[config.mk]
export PLATFORM = sky130hd
export DESIGN_NAME = gyro_rd_ctrl
export DESIGN_NICKNAME = d
export VERILOG_FILES = /design/src/rtl/gyro_pkg.sv /design/src/rtl/sync_2ff.sv /design/src/rtl/gyro_rd_ctrl.sv
export SDC_FILE = /design/constraint.sdc
export NUM_CORES = 1
export LEC_CHECK = 0
export CAP_MARGIN = 10
export CORE_AREA = 2 2 72 74
export DETAILED_ROUTE_END_ITERATION = 10
export DIE_AREA = 0 0 74 76
export GPL_TIMING_DRIVEN = 0
export HOLD_SLACK_MARGIN = 0.12
export PLACE_DENSITY = 0.89
export SKIP_CTS_REPAIR_TIMING = 1
export SYNTH_ARGS = -nofsm -noshare
export SYNTH_HDL_FRONTEND = slang
export SYNTH_HIERARCHICAL = 1
export SYNTH_SLANG_ARGS = --single-unit
[constraint.sdc]
create_clock -name clk -period 5.4 [get_ports clk]
set_input_delay 1.08 -clock clk [delete_from_list [all_inputs] [get_ports clk]]
set_output_delay 1.08 -clock clk [all_outputs]
set_load 0.01 [all_outputs]
[src/rtl/gyro_pkg.sv]
// Shared definitions for the gyro read controller: FSM states and default SPI command words.
package gyro_pkg;

    localparam int unsigned CMD_W = 16;

    typedef enum logic [2:0] {
        RST_WT,
        CFG,
        CFG_WT,
        IDLE,
        RD_L,
        RD_L_WT,
        RD_H,
        RD_H_WT
    } state_t;

    localparam logic [CMD_W-1:0] INIT_CYC_DEF = 16'hFFFF;
    localparam logic [CMD_W-1:0] CFG0_DEF     = 16'h0D02;
    localparam logic [CMD_W-1:0] CFG1_DEF     = 16'h1160;
    localparam logic [CMD_W-1:0] CFG2_DEF     = 16'h1440;
    localparam logic [CMD_W-1:0] RD_L_CMD_DEF = 16'hA600;
    localparam logic [CMD_W-1:0] RD_H_CMD_DEF = 16'hA700;

endpackage

[src/rtl/sync_2ff.sv]
// Two-flop synchronizer for a single asynchronous level, synchronous active-high reset.
module sync_2ff (
    input  logic clk,
    input  logic rst,
    input  logic d,
    output logic q
);

    logic meta;

    always_ff @(posedge clk) begin
        if (rst) begin
            meta <= 1'b0;
            q    <= 1'b0;
        end else begin
            meta <= d;
            q    <= meta;
        end
    end

endmodule

[src/rtl/gyro_rd_ctrl.sv]
// Sequences sensor power-up wait, configuration writes and yaw-rate reads over the SPI monarch.
module gyro_rd_ctrl
    import gyro_pkg::*;
#(
    parameter logic [CMD_W-1:0] INIT_CYC = INIT_CYC_DEF,
    parameter logic [CMD_W-1:0] CFG0     = CFG0_DEF,
    parameter logic [CMD_W-1:0] CFG1     = CFG1_DEF,
    parameter logic [CMD_W-1:0] CFG2     = CFG2_DEF,
    parameter logic [CMD_W-1:0] RD_L_CMD = RD_L_CMD_DEF,
    parameter logic [CMD_W-1:0] RD_H_CMD = RD_H_CMD_DEF
) (
    input  logic             clk,
    input  logic             rst,
    input  logic             INT,
    output logic             snd,
    output logic [CMD_W-1:0] cmd,
    input  logic             done,
    input  logic [CMD_W-1:0] resp,
    output logic [CMD_W-1:0] yaw_rt,
    output logic             vld,
    output logic             cfg_done
);

    state_t           state;
    logic [CMD_W-1:0] wait_cnt;
    logic [1:0]       cfg_idx;
    logic [7:0]       low_byte;
    logic             int_s;
    logic             done_q;
    logic             done_rise;
    logic             unused_resp_hi;

    function automatic logic [CMD_W-1:0] cfg_word(input logic [1:0] idx);
        case (idx)
            2'd0:    cfg_word = CFG0;
            2'd1:    cfg_word = CFG1;
            default: cfg_word = CFG2;
        endcase
    endfunction

    sync_2ff u_int_sync (
        .clk (clk),
        .rst (rst),
        .d   (INT),
        .q   (int_s)
    );

    // done_q resets high so a done level already present at reset is not an edge
    assign done_rise      = done & ~done_q;
    assign unused_resp_hi = ^resp[15:8];

    // snd and cmd are launched on entry to each command state, so snd lasts exactly that state's cycle
    always_ff @(posedge clk) begin
        if (rst) begin
            state    <= RST_WT;
            wait_cnt <= '0;
            cfg_idx  <= 2'd0;
            low_byte <= 8'h00;
            done_q   <= 1'b1;
            snd      <= 1'b0;
            cmd      <= '0;
            yaw_rt   <= '0;
            vld      <= 1'b0;
            cfg_done <= 1'b0;
        end else begin
            done_q <= done;
            snd    <= 1'b0;
            vld    <= 1'b0;
            case (state)
                RST_WT: begin
                    if (wait_cnt == INIT_CYC) begin
                        state <= CFG;
                        snd   <= 1'b1;
                        cmd   <= cfg_word(cfg_idx);
                    end else begin
                        wait_cnt <= wait_cnt + 16'd1;
                    end
                end
                CFG: state <= CFG_WT;
                CFG_WT: begin
                    if (done_rise) begin
                        if (cfg_idx == 2'd2) begin
                            state    <= IDLE;
                            cfg_done <= 1'b1;
                        end else begin
                            cfg_idx <= cfg_idx + 2'd1;
                            state   <= CFG;
                            snd     <= 1'b1;
                            cmd     <= cfg_word(cfg_idx + 2'd1);
                        end
                    end
                end
                IDLE: begin
                    if (int_s) begin
                        state <= RD_L;
                        snd   <= 1'b1;
                        cmd   <= RD_L_CMD;
                    end
                end
                RD_L: state <= RD_L_WT;
                RD_L_WT: begin
                    if (done_rise) begin
                        low_byte <= resp[7:0];
                        state    <= RD_H;
                        snd      <= 1'b1;
                        cmd      <= RD_H_CMD;
                    end
                end
                RD_H: state <= RD_H_WT;
                RD_H_WT: begin
                    if (done_rise) begin
                        yaw_rt <= {resp[7:0], low_byte};
                        vld    <= 1'b1;
                        state  <= IDLE;
                    end
                end
                default: state <= RST_WT;
            endcase
        end
    end

endmodule

==> flow_summary.rst, run 1 <==
.. list-table::
   :header-rows: 1

   * - Metric
     - Value
   * - 1st-pass router iterations
     - 4
   * - DRC marker count from the first detailed-route iteration
     - between 90 and 100
   * - Sequential-to-total area share from yosys stat
     - 0.4513
   * - Aggregate global-route resource usage
     - 0.2206
   * - Number of synthesized flops with an enable pin
     - 0
   * - Standard cell core area
     - 0.004912 mm²
   * - Number of slew-limit violations in the final report
     - 0
   * - Remaining DRCs
     - 0
   * - Most common cell in the synthesized netlist
     - sky130_fd_sc_hd__dfxtp_1
   * - Top post-synthesis cells by count
     - 57 x sky130_fd_sc_hd__dfxtp_1, 43 x sky130_fd_sc_hd__nand2_1, 34 x sky130_fd_sc_hd__nor2_1
   * - Critical path class
     - in -> reg
   * - Required time of the critical path
     - 5.63 ns
   * - Clock-pin slew on the worst setup and hold paths
     - 0.07 ns
   * - Deepest clock path buffer count
     - 2
   * - Final Hold Viols
     - 0
   * - Netlist cell types
     - 44
   * - Pre-CTS WS
     - 2.131 ns
   * - Worst IR Drop VDD
     - around 0.17 mV
   * - Cell Count Post-Placement
     - 408
   * - Count of non-filler cells in the finished layout
     - approximately 420
   * - Area fraction of the dominant cell type after synthesis
     - 0.4513
   * - Library cell with the largest summed area after synthesis
     - sky130_fd_sc_hd__dfxtp_1
   * - Area occupied by multi-input gates
     - 0.001249 mm²
   * - Count of clock tree sinks
     - 57
   * - Largest incremental delay on the critical path
     - roughly 0.75 ns
   * - Site Rows
     - 26
   * - H-Tree Depth
     - 3
   * - Clock tree from TritonCTS
     - yes
   * - Yosys Warn Count
     - 6
   * - Number of diodes added for antenna fixing
     - 0
   * - Routed length per placed instance
     - roughly 14 µm
   * - Worst path buffer plus inverter count
     - 2
   * - Final setup skew
     - 0.01129 ns
   * - Maximum number of pins on one net before global-route repair
     - 11
   * - Slowest-stage cell, CP
     - sky130_fd_sc_hd__a211oi_1
   * - Relative max-transition margin
     - 0.3772
   * - RSZ-0062 raised after global routing
     - no
   * - Remaining global-route overflow
     - 0
   * - Overall die width
     - 74 µm
   * - Height of the die
     - approximately 76 µm
   * - Startpoint types
     - input pin
   * - Area Overhead vs Synth
     - 29.69%
   * - Cell area after synthesis
     - 0.002529 mm²
   * - Proportion of layout cells with a drive suffix above 1
     - 0.09605
   * - Via count
     - 2223
   * - TritonCTS buffer count
     - 9
   * - # nets final
     - 377
   * - DR vias/cell
     - 5.243
   * - Slew at the pin closest to its max-slew limit
     - 0.9286 ns
   * - FF+latch count, synth
     - 57
   * - Category of the worst setup path capture point
     - register
   * - Fin Setup TNS
     - 0 ns
   * - Boundary pin count
     - 55
   * - Largest cells by area after synthesis
     - sky130_fd_sc_hd__dfxtp_1 45%, sky130_fd_sc_hd__nand2_1 6.4%, sky130_fd_sc_hd__nor2_1 5.0%
   * - Wire length of the first global-routing pass
     - 9687 µm
   * - Gate Count Post-Synth
     - 293
   * - Via count of the first global-routing pass
     - 2191
   * - Critical Path AT
     - 3.16 ns
   * - Setup slack of the critical path after layout
     - 2.467 ns
   * - Detailed placer's ending HPWL
     - 4002 µm
   * - Shortest clock period the worst path allows after layout
     - 2.933 ns
   * - List of cells traversed by the critical path
     - clkdlybuf4s50_1 > nand2b_1 > clkbuf_1 > nor2_4 > a211oi_1 > nor2_1 > o211a_1
   * - Final routed wirelength across all metal layers
     - 5866 µm
   * - Quantity of I/O buffers inserted on ports
     - 40
   * - Maximum fanout along the worst path
     - 10
   * - Path category of the worst min-delay check
     - reg -> reg
   * - Final antenna-violating net count
     - 0
   * - Cell Pwr Density
     - 299.3 mW/mm²
   * - Maximum Capacitance Violations
     - 0
   * - Number of filler instances in the final layout
     - 369
   * - Period utilisation layout
     - 0.5431
   * - Synth Flop Type
     - sky130_fd_sc_hd__dfxtp_1
   * - Die outline area
     - 0.005624 mm²
   * - Storage cell area
     - 0.001141 mm²
   * - Timing-limited maximum frequency
     - 0.3410 GHz
   * - Clock Root Buffer
     - sky130_fd_sc_hd__clkbuf_8
   * - Syn Area/Cell
     - 8.630 µm²
   * - Run status
     - finished, final reports clean
   * - Final-report setup violation count
     - 0
   * - Weighted congestion at the end of routability-driven global placement
     - 0.8452
   * - Final total power
     - roughly 0.98 mW
   * - Effective utilization at floorplan
     - 0.5148
   * - Source-to-sink clock delay at the later pin of the worst-skew pair
     - about 0.34 ns
   * - Antenna violations before repair
     - 0
   * - Leakage
     - 1.168 nW
   * - FFs w/ async S/R, synth
     - 0
   * - Cell family contributing the most delay on the critical path
     - compound AO/OA/AOI/OAI gates
## sequential cells by signal, indices dropped and copies added, names as in the netlist
register	flops
wait_cnt	16
yaw_rt	16
low_byte	8
cmd	6
state	3
cfg_idx	2
cfg_done	1
done_q	1
snd	1
u_int_sync/meta	1
u_int_sync/q	1
vld	1
## metrics by stage
step,instance area [µm²],hold slack [ns],util
5_1_grt,3279,0.4746,0.6676
4_1_cts,3279,0.4539,0.6676
3_5_place_dp,3035,0.4287,0.6179
6_report,3279,0.4545,0.6676
2_1_floorplan,2547,0.4138,-
3_3_place_gp,3035,0.4234,0.6179
## area by class of cell
class,count,area share
repair buffers,40,0.1221
well taps,70,0.02671
plain buffers,26,0.04235
flip-flops and latches,57,0.3480
clock buffers,11,0.04311
clock inverters,5,0.03129
inverters,5,0.005723
multi-input cells,210,0.3808
## metal layers
metal	routed length [µm]	global-route usage	share of wire
met3	220	0.04233	0.038
met4	137	0.1309	0.023
met5	0	0	0
met1	2467	0.2525	0.42
met2	3040	0.3705	0.52
## path summary, 6_finish.rpt
path / from / endpoint / slack [ns] / cells past startpoint
worst max-delay path: done / cmd[8] / 2.47 / 7
worst min-delay path: u_int_sync/meta / u_int_sync/q / 0.45 / 1
worst max register to register: wait_cnt[0] / cmd[8] / 3.21 / 7
worst min register to register: u_int_sync/meta / u_int_sync/q / 0.45 / 1
## power breakdown
group	total (mW)	internal, mW	leakage, nW	switching, mW
Combinational	0.0561	0.0276	0.588	0.0285
Sequential	0.436	0.428	0.460	0.00836
Clock	0.489	0.318	0.120	0.171
Total	0.981	0.774	1.17	0.208
## cell usage in the layout (no fill, tap or decap), types with 8 or more instances in the layout
cell                              instances
sky130_fd_sc_hd__a21oi_1                 20
sky130_fd_sc_hd__buf_4                   10
sky130_fd_sc_hd__clkbuf_1                14
sky130_fd_sc_hd__clkbuf_8                10
sky130_fd_sc_hd__clkdlybuf4s50_1         40
sky130_fd_sc_hd__dfxtp_1                 57
sky130_fd_sc_hd__ha_1                     8
sky130_fd_sc_hd__mux2i_1                 10
sky130_fd_sc_hd__nand2_1                 43
sky130_fd_sc_hd__nor2_1                  34
sky130_fd_sc_hd__nor3_1                  13
sky130_fd_sc_hd__xnor2_1                 13
## kinds of logic (layout without fill, tap and decap cells)
| logic type | after synthesis | count (layout) | share of synthesized area |
|---|---|---|---|
| simple gates | 129 | 129 | 0.2484 |
| other cells | 1 | 6 | 0.001483 |
| xor+xnor | 14 | 14 | 0.04849 |
| flops | 57 | 57 | 0.4513 |
| mux | 10 | 10 | 0.03959 |
| buf+inv | 31 | 87 | 0.06234 |
| fa+ha+maj | 8 | 8 | 0.03959 |
| compound gates | 43 | 43 | 0.1089 |
Power figures use the tool's default switching activity.
==> inputs of run 2 (changes only) <==
--- a/config.mk
+++ b/config.mk
@@ -6,12 +6,12 @@
 export NUM_CORES = 1
 export LEC_CHECK = 0
 export CAP_MARGIN = 10
-export CORE_AREA = 2 2 72 74
+export CORE_AREA = 2 2 78 80
 export DETAILED_ROUTE_END_ITERATION = 10
-export DIE_AREA = 0 0 74 76
+export DIE_AREA = 0 0 80 82
 export GPL_TIMING_DRIVEN = 0
 export HOLD_SLACK_MARGIN = 0.12
-export PLACE_DENSITY = 0.89
+export PLACE_DENSITY = 0.81
 export SKIP_CTS_REPAIR_TIMING = 1
 export SYNTH_ARGS = -nofsm -noshare
 export SYNTH_HDL_FRONTEND = slang
==> constraint.sdc (replaced) <==
create_clock -name clk -period 2.4 [get_ports clk]
set_input_delay 0.48 -clock clk [delete_from_list [all_inputs] [get_ports clk]]
set_output_delay 0.48 -clock clk [all_outputs]
set_load 0.01 [all_outputs]
==> flow_summary.rst, run 2 (synthesis gave the netlist of run 1 again) <==
.. list-table::
   :header-rows: 1

   * - Metric
     - Value
   * - H-Tree Depth
     - 3 (unchanged)
   * - 1st-pass router iterations
     - 4 (unchanged)
   * - Clock-pin slew on the worst setup and hold paths
     - 0.07 ns (about the same)
   * - Number of diodes added for antenna fixing
     - 0 (unchanged)
   * - Slowest-stage cell, CP
     - sky130_fd_sc_hd__nor4_4
   * - Relative max-transition margin
     - 0.5496 (+0.1724)
   * - Die outline area
     - 0.006560 mm² (+17%)
   * - Maximum number of pins on one net before global-route repair
     - 11 (unchanged)
   * - Via count of the first global-routing pass
     - 2140 (-2.3%)
   * - Site Rows
     - 28 (+7.7%)
   * - Boundary pin count
     - 55 (unchanged)
   * - Largest incremental delay on the critical path
     - 0.51 ns (-0.24 ns)
   * - Weighted congestion at the end of routability-driven global placement
     - 0.8407 (-0.53%)
   * - Post-DP Area
     - 0.003042 mm² (+0.21%)
   * - Cell family contributing the most delay on the critical path
     - simple AND/OR/NAND/NOR gates
   * - Worst IR Drop VDD
     - 0.2903 mV (+70%)
   * - Height of the die
     - 82 µm (+7.9%)
   * - Aggregate global-route resource usage
     - 0.1870 (-0.03357)
   * - Clock Root Buffer
     - sky130_fd_sc_hd__clkbuf_8
   * - Number of slew-limit violations in the final report
     - 0 (unchanged)
   * - Maximum fanout along the worst path
     - 10 (unchanged)
   * - Largest registers
     - wait_cnt (16), yaw_rt (16), low_byte (8)
   * - Final routed wirelength across all metal layers
     - 5732 µm (-2.3%)
   * - Remaining global-route overflow
     - 0 (unchanged)
   * - Area Overhead vs Synth
     - 28.75%
   * - # nets final
     - 377 (unchanged)
   * - Category of the worst setup path capture point
     - register
   * - List of cells traversed by the critical path
     - nand4_1 > nor4_4 > o22ai_1 > clkbuf_1 > or3_1 > o211a_1
   * - Overall die width
     - 80 µm (+8.1%)
   * - Deepest clock path buffer count
     - 2 (unchanged)
   * - Count of non-filler cells in the finished layout
     - 428 (+0.94%)
   * - DR vias/cell
     - 5.159 (-1.6%)
   * - Clock tree from TritonCTS
     - yes
   * - Antenna violations before repair
     - 0 (unchanged)
   * - Proportion of layout cells with a drive suffix above 1
     - 0.1020 (+0.005938)
   * - Final Core Density
     - 0.5666 (-0.1010)
   * - Detailed placer's ending HPWL
     - 3984 µm (-0.45%)
   * - Via count
     - 2208 (-0.67%)
   * - Highest-count cells in the layout ignoring fill and taps
     - 57 x sky130_fd_sc_hd__dfxtp_1, 43 x sky130_fd_sc_hd__nand2_1, 40 x sky130_fd_sc_hd__clkdlybuf4s50_1
   * - Period utilisation layout
     - 0.9132
   * - Cell Pwr Density
     - 636.2 mW/mm² (+110%)
   * - Source-to-sink clock delay at the later pin of the worst-skew pair
     - 0.34 ns (about the same)
   * - Standard cell core area
     - 0.005746 mm² (+17%)
   * - Run status
     - finished, final reports clean
   * - Cell Count Post-Placement
     - 413 (+1.2%)
   * - Shortest clock period the worst path allows after layout
     - 2.192 ns
   * - Worst hold margin
     - 0.4324 ns (-0.02213 ns)
   * - Final Hold Viols
     - 0 (unchanged)
   * - Path category of the worst min-delay check
     - reg -> reg
   * - Number of filler instances in the final layout
     - 524 (+42%)
   * - Timing-limited maximum frequency
     - 0.4563 GHz
   * - Wire length of the first global-routing pass
     - 9473 µm (-2.2%)
   * - TritonCTS buffer count
     - 9 (unchanged)
   * - Leading cell type in the layout, fill and taps excluded
     - sky130_fd_sc_hd__dfxtp_1
   * - RSZ-0062 raised after global routing
     - no
   * - Remaining DRCs
     - 0 (unchanged)
   * - Final antenna-violating net count
     - 0 (unchanged)
   * - DRC marker count from the first detailed-route iteration
     - 126 (+34%)
   * - Leakage
     - 1.163 nW (-0.43%)
   * - Final instance area
     - 0.003256 mm² (-0.73%)
   * - Worst path buffer plus inverter count
     - 1 (-1)
   * - Critical path class
     - reg -> reg
   * - Final-report setup violation count
     - 0 (unchanged)
   * - Startpoint types
     - register
   * - Effective utilization at floorplan
     - 0.4401 (-0.07466)
   * - Critical Path AT
     - 2.43 ns (-0.73 ns)
   * - Count of clock tree sinks
     - 57 (unchanged)
   * - Final setup skew
     - 0.008503 ns (-0.002787 ns)
   * - Maximum Capacitance Violations
     - 0 (unchanged)
   * - Final total power
     - 2.071 mW (+110%)
   * - Slew at the pin closest to its max-slew limit
     - 0.6704 ns (-0.2582 ns)
   * - Required time of the critical path
     - 2.64 ns (-2.99 ns)
   * - Quantity of I/O buffers inserted on ports
     - 40 (unchanged)
   * - Routed length per placed instance
     - 13.39 µm (-3.2%)
==> run 2: cell count changes in the layout (fill, tap and decap cells not counted), sizes merged <==
cell and change:
clkinv +3, clkbuf -2, bufinv -1, clkinvlp -1
==> run 2: metal layers <==
layer	GRT usage	wire, µm	up-vias
met3	0.03846	250	12
met4	0.1017	128	0
li1	-	-	1105
met2	0.3125	2831	56
met5	0	0	-
met1	0.2259	2521	1035
==> run 2: metrics by stage <==
stage,TNS [ns],worst slack [ns]
6_report,0,0.2084
5_1_grt,0,0.03220
4_1_cts,-0.01990,-0.01990
3_5_place_dp,-3.455,-0.3956
3_3_place_gp,-3.022,-0.3656
2_1_floorplan,0,0.5117
==> run 2: cell type report <==
| cell class | instances | area [µm²] | share of cell area |
|---|---|---|---|
| buffer | 26 | 140.1 | 0.04304 |
| sequential | 57 | 1141 | 0.3505 |
| timing repair buffer | 40 | 400.4 | 0.1230 |
| tap | 75 | 93.84 | 0.02882 |
| multi-input combinational | 210 | 1254 | 0.3851 |
| clock inverter | 6 | 83.83 | 0.02575 |
| inverter | 5 | 18.77 | 0.005765 |
| clock buffer | 9 | 123.9 | 0.03805 |
==> run 2: worst paths after layout <==
kind / startpoint / to / slack [ns] / depth (start not counted)
hold reg to reg: u_int_sync/meta / u_int_sync/q / 0.43 / 1
setup reg to reg: wait_cnt[11] / cmd[8] / 0.21 / 6
hold / removal: u_int_sync/meta / u_int_sync/q / 0.43 / 1
setup / recovery: wait_cnt[11] / cmd[8] / 0.21 / 6
==> run 2: power breakdown <==
| group | internal [mW] | leakage [nW] | total (mW) | switching (mW) |
|---|---|---|---|---|
| clock | 0.574 | 0.109 | 0.965 | 0.391 |
| combinational | 0.0618 | 0.594 | 0.125 | 0.0633 |
| sequential | 0.962 | 0.460 | 0.981 | 0.0184 |
